$ cat src/rtl/loteria_pkg.sv
// Shared types, widths and scoring tables for the two-player lottery scorer.
package loteria_pkg;

   localparam int unsigned NUM_W    = 4;
   localparam int unsigned POS_W    = 2;
   localparam int unsigned HITS_W   = 3;
   localparam int unsigned PTS_W    = 4;
   localparam int unsigned SCORE_W  = 5;
   localparam int unsigned PREMIO_W = 2;
   localparam int unsigned STATE_W  = 1;
   localparam int unsigned BET_LEN  = 4;

   localparam logic [SCORE_W-1:0] SCORE_MAX = SCORE_W'(31);

   // Game states
   localparam logic [STATE_W-1:0] ST_PLAY = 1'b0;
   localparam logic [STATE_W-1:0] ST_OVER = 1'b1;

   // Prize classes
   localparam logic [PREMIO_W-1:0] PREMIO_NONE  = 2'b00;
   localparam logic [PREMIO_W-1:0] PREMIO_TWO   = 2'b01;
   localparam logic [PREMIO_W-1:0] PREMIO_THREE = 2'b10;
   localparam logic [PREMIO_W-1:0] PREMIO_FOUR  = 2'b11;

   function automatic logic [PREMIO_W-1:0] class_of(input logic [HITS_W-1:0] hits);
      case (hits)
         3'd0, 3'd1: class_of = PREMIO_NONE;
         3'd2:       class_of = PREMIO_TWO;
         3'd3:       class_of = PREMIO_THREE;
         default:    class_of = PREMIO_FOUR;
      endcase
   endfunction

   // Points table: 0,1,2,4,8 for 0..4 hits
   function automatic logic [PTS_W-1:0] pts_of(input logic [HITS_W-1:0] hits);
      case (hits)
         3'd0:    pts_of = 4'd0;
         3'd1:    pts_of = 4'd1;
         3'd2:    pts_of = 4'd2;
         3'd3:    pts_of = 4'd4;
         default: pts_of = 4'd8;
      endcase
   endfunction

endpackage

$ cat src/rtl/loteria_if.sv
// Bet entry / result bus between the game controller and the scorer.
interface loteria_if;
   import loteria_pkg::*;

   logic [NUM_W-1:0]    numero;
   logic                insere;
   logic                fim;
   logic                fim_jogo;
   logic [PREMIO_W-1:0] premio;
   logic [SCORE_W-1:0]  p1;
   logic [SCORE_W-1:0]  p2;

   modport master (output numero, insere, fim, fim_jogo, input premio, p1, p2);
   modport slave  (input numero, insere, fim, fim_jogo, output premio, p1, p2);
endinterface

$ cat src/rtl/loteria_score.sv
// Combinational bet evaluation: hit count -> prize class, and saturating score update.
module loteria_score
   import loteria_pkg::*;
(
   input  logic [HITS_W-1:0]   hits,
   input  logic [SCORE_W-1:0]  score,
   output logic [PREMIO_W-1:0] premio_c,
   output logic [SCORE_W-1:0]  sum_c
);

   localparam int unsigned SUM_W = SCORE_W + 1;

   logic [PTS_W-1:0] pts;
   logic [SUM_W-1:0] sum_wide;

   always_comb begin
      pts      = pts_of(hits);
      premio_c = class_of(hits);
      sum_wide = SUM_W'(score) + SUM_W'(pts);
      sum_c    = (sum_wide > SUM_W'(SCORE_MAX)) ? SCORE_MAX : sum_wide[SCORE_W-1:0];
   end

endmodule

$ cat src/rtl/loteria.sv
// Two-player lottery scorer: collects 4-number bets, scores them against SECRET, tracks per-player points.
module loteria
   import loteria_pkg::*;
#(
   parameter logic [15:0] SECRET = 16'h2830
)(
   input  logic clock,
   input  logic reset,
   loteria_if.slave bus
);

   logic [STATE_W-1:0]  state_q, state_n;
   logic [POS_W-1:0]    pos_q, pos_n;
   logic [HITS_W-1:0]   hits_q, hits_n;
   logic                turn_q, turn_n;
   logic [PREMIO_W-1:0] premio_q, premio_n;
   logic [SCORE_W-1:0]  p1_q, p1_n;
   logic [SCORE_W-1:0]  p2_q, p2_n;

   logic [NUM_W-1:0]    secret_nib;
   logic                hit;
   logic [HITS_W-1:0]   hits_next;
   logic [SCORE_W-1:0]  score_cur;
   logic [PREMIO_W-1:0] class_c;
   logic [SCORE_W-1:0]  sum_c;
   logic                bet_close;

   // Hit detection for the number offered this cycle; turn_q=0 is player 1
   assign secret_nib = SECRET[{pos_q, 2'b00} +: NUM_W];
   assign hit        = bus.insere && (bus.numero == secret_nib);
   assign hits_next  = hits_q + HITS_W'(hit);
   assign score_cur  = turn_q ? p2_q : p1_q;

   loteria_score u_score (
      .hits     (hits_next),
      .score    (score_cur),
      .premio_c (class_c),
      .sum_c    (sum_c)
   );

   always_ff @(posedge clock) begin
      if (reset) begin
         state_q  <= ST_PLAY;
         pos_q    <= '0;
         hits_q   <= '0;
         turn_q   <= 1'b0;
         premio_q <= PREMIO_NONE;
         p1_q     <= '0;
         p2_q     <= '0;
      end else begin
         state_q  <= state_n;
         pos_q    <= pos_n;
         hits_q   <= hits_n;
         turn_q   <= turn_n;
         premio_q <= premio_n;
         p1_q     <= p1_n;
         p2_q     <= p2_n;
      end
   end

   always_comb begin
      state_n   = state_q;
      pos_n     = pos_q;
      hits_n    = hits_q;
      turn_n    = turn_q;
      premio_n  = premio_q;
      p1_n      = p1_q;
      p2_n      = p2_q;
      bet_close = 1'b0;

      case (state_q)
         ST_PLAY: begin
            if (bus.fim_jogo) begin
               // Game ends: any unclosed bet is dropped unscored
               state_n = ST_OVER;
               pos_n   = '0;
               hits_n  = '0;
            end else begin
               bet_close = (bus.insere && (pos_q == POS_W'(BET_LEN - 1))) ||
                           (bus.fim && (bus.insere || (pos_q != '0)));
               if (bus.insere) begin
                  pos_n  = pos_q + POS_W'(1);
                  hits_n = hits_next;
               end
               if (bet_close) begin
                  premio_n = class_c;
                  if (turn_q) p2_n = sum_c;
                  else        p1_n = sum_c;
                  pos_n  = '0;
                  hits_n = '0;
                  turn_n = ~turn_q;
               end
            end
         end
         default: ;
      endcase
   end

   assign bus.premio = premio_q;
   assign bus.p1     = p1_q;
   assign bus.p2     = p2_q;

endmodule

$ cat src/flat_wrapper.sv
// flat-port wrapper written by rule: the top's interface ports become plain ports
module loteria_flat import loteria_pkg::*;
#(
   parameter logic [15:0] SECRET = 16'h2830
)
  (clock, reset, bus_numero, bus_insere, bus_fim, bus_fim_jogo, bus_premio, bus_p1, bus_p2);
  loteria_if bus_i ();
  input  logic clock;
  input  logic reset;
  input wire logic [$bits(bus_i.numero)-1:0] bus_numero;
  input wire logic [$bits(bus_i.insere)-1:0] bus_insere;
  input wire logic [$bits(bus_i.fim)-1:0] bus_fim;
  input wire logic [$bits(bus_i.fim_jogo)-1:0] bus_fim_jogo;
  output wire logic [$bits(bus_i.premio)-1:0] bus_premio;
  output wire logic [$bits(bus_i.p1)-1:0] bus_p1;
  output wire logic [$bits(bus_i.p2)-1:0] bus_p2;
  assign bus_i.numero = bus_numero;
  assign bus_i.insere = bus_insere;
  assign bus_i.fim = bus_fim;
  assign bus_i.fim_jogo = bus_fim_jogo;
  assign bus_premio = bus_i.premio;
  assign bus_p1 = bus_i.p1;
  assign bus_p2 = bus_i.p2;
  loteria #(.SECRET(SECRET)) u_core (.clock(clock), .reset(reset), .bus(bus_i));
endmodule
$ cat config.mk
export PLATFORM = sky130hd
export DESIGN_NAME = loteria_flat
export DESIGN_NICKNAME = d
export VERILOG_FILES = /design/src/rtl/loteria_pkg.sv /design/src/rtl/loteria_if.sv /design/src/rtl/loteria_score.sv /design/src/rtl/loteria.sv /design/src/flat_wrapper.sv
export SDC_FILE = /design/constraint.sdc
export NUM_CORES = 1
export LEC_CHECK = 0
export ABC_AREA = 1
export CORE_MARGIN = 2
export CORE_UTILIZATION = 25
export DETAILED_ROUTE_END_ITERATION = 16
export GPL_ROUTABILITY_DRIVEN = 0
export GPL_TIMING_DRIVEN = 0
export PLACE_DENSITY = 0.41
export SYNTH_ARGS = -nofsm -noshare
export SYNTH_HDL_FRONTEND = slang
export SYNTH_SLANG_ARGS = --single-unit
$ cat constraint.sdc
create_clock -name clock -period 3.6 [get_ports clock]
set_input_delay 0.72 -clock clock [delete_from_list [all_inputs] [get_ports clock]]
set_output_delay 0.72 -clock clock [all_outputs]
set_load 0.01 [all_outputs]
After elaboration in Yosys (flattened, before gate mapping)
Cells that the tools add are included.
Word-level totals
  input port bits: 9
  register bits after elaboration: 19
  output and inout port bits: 12
Operators by class
  equality and inequality tests: 5
  bitwise operators: 3
  reductions and logical operators: 13
  multiplexer cells: 12
  shifts and indexed selects: 1
  add/subtract/negate cells: 3
  order comparisons: 1
Operators with widths (number)
  $pmux W4 S4: 1
  $shiftx A16 B5 Y4 const A: 1
  $mux W5: 2
  $mux W3: 3
  $reduce_and A4 Y1: 2
  $add A5 B4 Y6: 1
  $eq A3 B2 Y1 const B: 2
  $gt A6 B5 Y1 const B: 1
  $mux W2: 3
  $pmux W2 S3: 1
  $eq A4 B4 Y1: 1
  $add A3 B1 Y3: 1
  $eq A3 B1 Y1 const B: 1
  $logic_and A1 B1 Y1: 3
  $logic_not A3 Y1: 1
  $not A1 Y1: 3
  $reduce_and A3 Y1: 1
  $reduce_bool A3 Y1: 1
  $add A2 B1 Y2 const B: 1
  $eq A2 B2 Y1 const B: 1
  $logic_or A1 B1 Y1: 2
  $mux W1: 2
  $reduce_and A2 Y1: 1
  $reduce_bool A2 Y1: 1
  $reduce_or A2 Y1: 1

Longest topological paths before layout
  depth after elaboration: 9
  gate-level depth with buffers: 22
  depth with buffers taken out: 22

By module
Synthesis repeated with hierarchy kept, for this count alone.
Second synthesis, totals
  cell total of the unflattened synthesis: 212
  area, all modules: 1315.0 um^2
By module, submodules not included
  loteria: times used 1, area an instance 1024.7 um^2, cells an instance 157, sequential area each 380.4 um^2
  loteria_score: times used 1, area an instance 290.3 um^2, cells an instance 55, sequential area each 0.0 um^2

Worst setup path after synthesis
No wires, ideal clock.
  kind: input-to-reg
  from: input port bus_insere
  to: register u_core.p1_q[4] (netlist: u_core.bus.p1[4])
  arrival: 2.796 ns
  path slack: 0.695 ns
  stages: 20
  library setup time: 0.109 ns
  cells stage by stage: inv_2 nor2_2 nand2_2 nor2_4 nand3_1 inv_1 ha_1 xor2_1 nor2_1 nand3_1 inv_1 fa_1 nand3_1 nand2_1 nand2_1 nand2_1 inv_1 nand3_1 nand2_1 inv_1
On the way
  longest elaborated chain between the ends: 7
Ends and longest elaborated chain
  start, declared: RTL line flat_wrapper.sv:11  | input wire logic [$bits(bus_i.insere)-1:0] bus_insere;
  $logic_and A1 B1 Y1: RTL line loteria.sv:30  | assign hit = bus.insere && (bus.numero == secret_nib);
  $add A3 B1 Y3: RTL line loteria.sv:31  | assign hits_next = hits_q + HITS_W'(hit);
  $eq A3 B2 Y1 (tied with other cells): RTL line loteria_pkg.sv:36  | case (hits)
  $pmux W4 S4: RTL line loteria_pkg.sv:36
  $add A5 B4 Y6: RTL line loteria_score.sv:19  | sum_wide = SUM_W'(score) + SUM_W'(pts);
  $gt A6 B5 Y1: RTL line loteria_score.sv:20  | sum_c = (sum_wide > SUM_W'(SCORE_MAX)) ? SCORE_MAX : sum_wide[SCORE_W-1:0];
  $mux W5: RTL line loteria_score.sv:20
  end signal, assigned: RTL line loteria.sv:56  | p1_q <= p1_n;
  end, declared: RTL line loteria.sv:17  | logic [SCORE_W-1:0] p1_q, p1_n;
Several ways; a longest one is shown, not always the timed one.
A chain may end at the register's enable or synchronous reset.

Worst setup path after layout
Ends and elaborated chain as after synthesis.

==> flow_summary.ini <==
[outcome]
status = finished, final reports clean

[die]
die_h_um = 75.8
rows = 26
die_x_um = 75.8
die_area_um2 = 5740
floorplan.initialDensity_pct = 25.6
ioPinCount = 21
fp.coreArea_um2 = 5040

[flow_run]
drv_cap = 0

[critical_path]
crit_slowest_cell = clkdlybuf4s50_1
cp.required_ns = 3.77
cp-end-kind = register
cpMostUsedCell = nand2_1
crit_buf_inv = 5
critPathKind = in -> reg
crit_fanout = 10
max_stage_delay_ns = 0.50
cp_top_family = simple AND/OR/NAND/NOR gates
crit_arrival_ns = 3.53
crit_path_cell_trace = clkdlybuf4s50_1, inv_2, nor2_2, nand2_2, nor2_4, nand3_2, inv_1, ha_1, xor2_2, nor2_1, nand3_2, inv_1, ha_1, a21oi_2, nand2_1, nand2_1, nand2_1, nand2_4, nand3_1, nand2_1, inv_1
cp-start-kind = input port

[layout]
final_layout_size_suffix_gt1_share_pct = 13.7
fin_area_um2 = 1650
utilization_pct = 32.8
nets = 232
seqCellArea_um2 = 380
multi_input_area_um2 = 766
syn2layout_area_growth_pct = 28.3
antenna-diode-count = 0
instances_no_fill = 282
n_fill_cell = 581

[synthesis]
netlist_top_cells_count = nand2_1, inv_1, dfxtp_1, nand3_1, a21oi_1
ys_top_cells_by_area = dfxtp_1, nand2_1, inv_1
synth_edf_count = 0
yosysTopAreaCell = dfxtp_1
ys_seq_area_share_pct = 29.5
syn_area_per_cell_um2 = 6.93
synth-async-reset-ratio_pct = 0
yosysWarnings = 0
synth.most_common_cell = nand2_1
ys_types = 27
synth_top_area_share_pct = 29.5
synthesis.area_um2 = 1290
synth_nets = 205
syn_inst = 186
synth_flop_cell = dfxtp_1
synth-seq-cells = 19

[grt]
antenna_found_initial = 0
grt_pass1_vias = 1136
grt_pass1_wl_um = 4990
grt-ovfl-total = 0
grtUsageTotal_pct = 11.5
grt_max_degree = 13

[sta]
hold_ws_ns = 0.473
slew_viol_final = 0
fmax_mhz = 298
slew_headroom_pct = 61.3
min_period_ns = 3.36
final-setup-viol-count = 0
setup_tns_ns = 0
skew_ns = 0.00524
hold_violations = 0
min_period_over_period_pct = 93.2
rsz0062_at_grt = false
worst_slack_ns = 0.244
tightest_slew_ns = 0.580

[placed_design]
place_inst = 276
port_buffers = 20
post-dp-hpwl_um = 2280
postPlaceCellArea_um2 = 1580
place_ws_ns = -0.222

[clocking]
path_clk_slew_ns = 0.08
cts_buffers = 3
htreeDepth = 1
cts_tree = built
cts_num_sinks = 19
clk_latency_ns = 0.26
clockBufferDepth = 2
cts-root-buf = clkbuf_8
cts-hold-fix-buffers = 0

[power_and_ir_drop]
p_int_uw = 325
power_leakage_nw = 0.796
total_power_uw = 452
vdd_ir_drop_max_uv = 181
power-per-cell-area_nw_per_um2 = 273
power_frac_seq_pct = 48.7
p_comb_share_pct = 16.4
power.share.clock_pct = 34.8
p_switching_uw = 126
switching_share_pct = 28.0

[route]
drt_iter0_drc = 36
ant_nets = 0
dr.pass1.iters = 4
wl_per_cell_um = 10.3
drc = 0
routed_wirelength_um = 2920
num_vias = 1184
detail_route.vias_per_cell = 4.20

[hold_path]
worstHoldPathType = reg -> reg
tightest hold or removal path, delay by kind of cell (launching register included):
kind	cells	cell delay (ns)
and+or+nand+nor	1	0.06
AOI/OAI and AO/OA	1	0.05
DFF	1	0.32
path summary, 6_finish.rpt:
check                         from               end  slack, ns  depth (start not counted)
setup / recovery        bus_insere  u_core.bus.p1[4]       0.24                         21
hold / removal    u_core.hits_q[1]  u_core.hits_q[1]       0.47                          2
setup reg to reg   u_core.pos_q[0]  u_core.bus.p1[4]       0.51                         21
hold reg to reg   u_core.hits_q[1]  u_core.hits_q[1]       0.47                          2
power groups by stage:
stage,Clock [mW],Combinational [mW],Sequential [mW]
after floorplan,0,0.0443,0.226
after global placement,0,0.0748,0.225
after detailed placement,0,0.0746,0.225
after CTS,0.169,0.0750,0.220
after global routing,0.174,0.0835,0.221
final,0.157,0.0742,0.220
cells in the final DEF, fill, tap and decap left out, types with 2 or more instances in the layout:
master           Yosys  final
nand4_4              2      2
a21oi_1             12     12
clkdlybuf4s50_1      0     20
ha_1                 9      9
o21ai_0              5      5
clkbuf_8             0      3
inv_2                2      2
a21oi_2              3      3
nor2_2               2      2
nand3_2              1      2
nor2_4               3      3
nand3_1             19     18
inv_1               35     35
nand2_2              3      3
dfxtp_1             19     19
nand2_1             53     53
buf_4                1      3
nor2_1               6      6
state kept, by name (all words and copies together), names as in the netlist:
register           cells
u_core.bus.premio      2
u_core.hits_q          3
u_core.state_q         1
u_core.turn_q          1
u_core.pos_q           2
u_core.bus.p1          5
u_core.bus.p2          5
final cells by class:
type	count	share of cell area (%)
Buffer	2	0.681
Clock buffer	3	2.50
Clock inverter	1	0.454
Inverter	38	8.71
Multi-Input combinational cell	127	46.3
Sequential cell	19	23.0
Tap cell	70	5.30
Timing Repair Buffer	22	13.0
routing by layer:
| layer | routed length (um) | track usage, % |
|---|---|---|
| met1 | 1590 | 15.9 |
| met2 | 1220 | 17.9 |
| met3 | 77 | 3.17 |
| met4 | 30 | 2.34 |
| met5 | 0 | 0 |
cells by family after synthesis:
logic type | Yosys count | synth area share [%]
flops | 19 | 29.5
fa+ha+maj | 10 | 10.3
compound gates | 23 | 11.2
simple gates | 92 | 35.6
buf+inv | 40 | 12.0
xor+xnor | 2 | 1.36
repair_timing:
item                                    CTS  global route
endpoints found under the setup margin    0            10
buffers inserted                          0             2
resized for setup                         0             2
(Power assumes the default switching activity.)
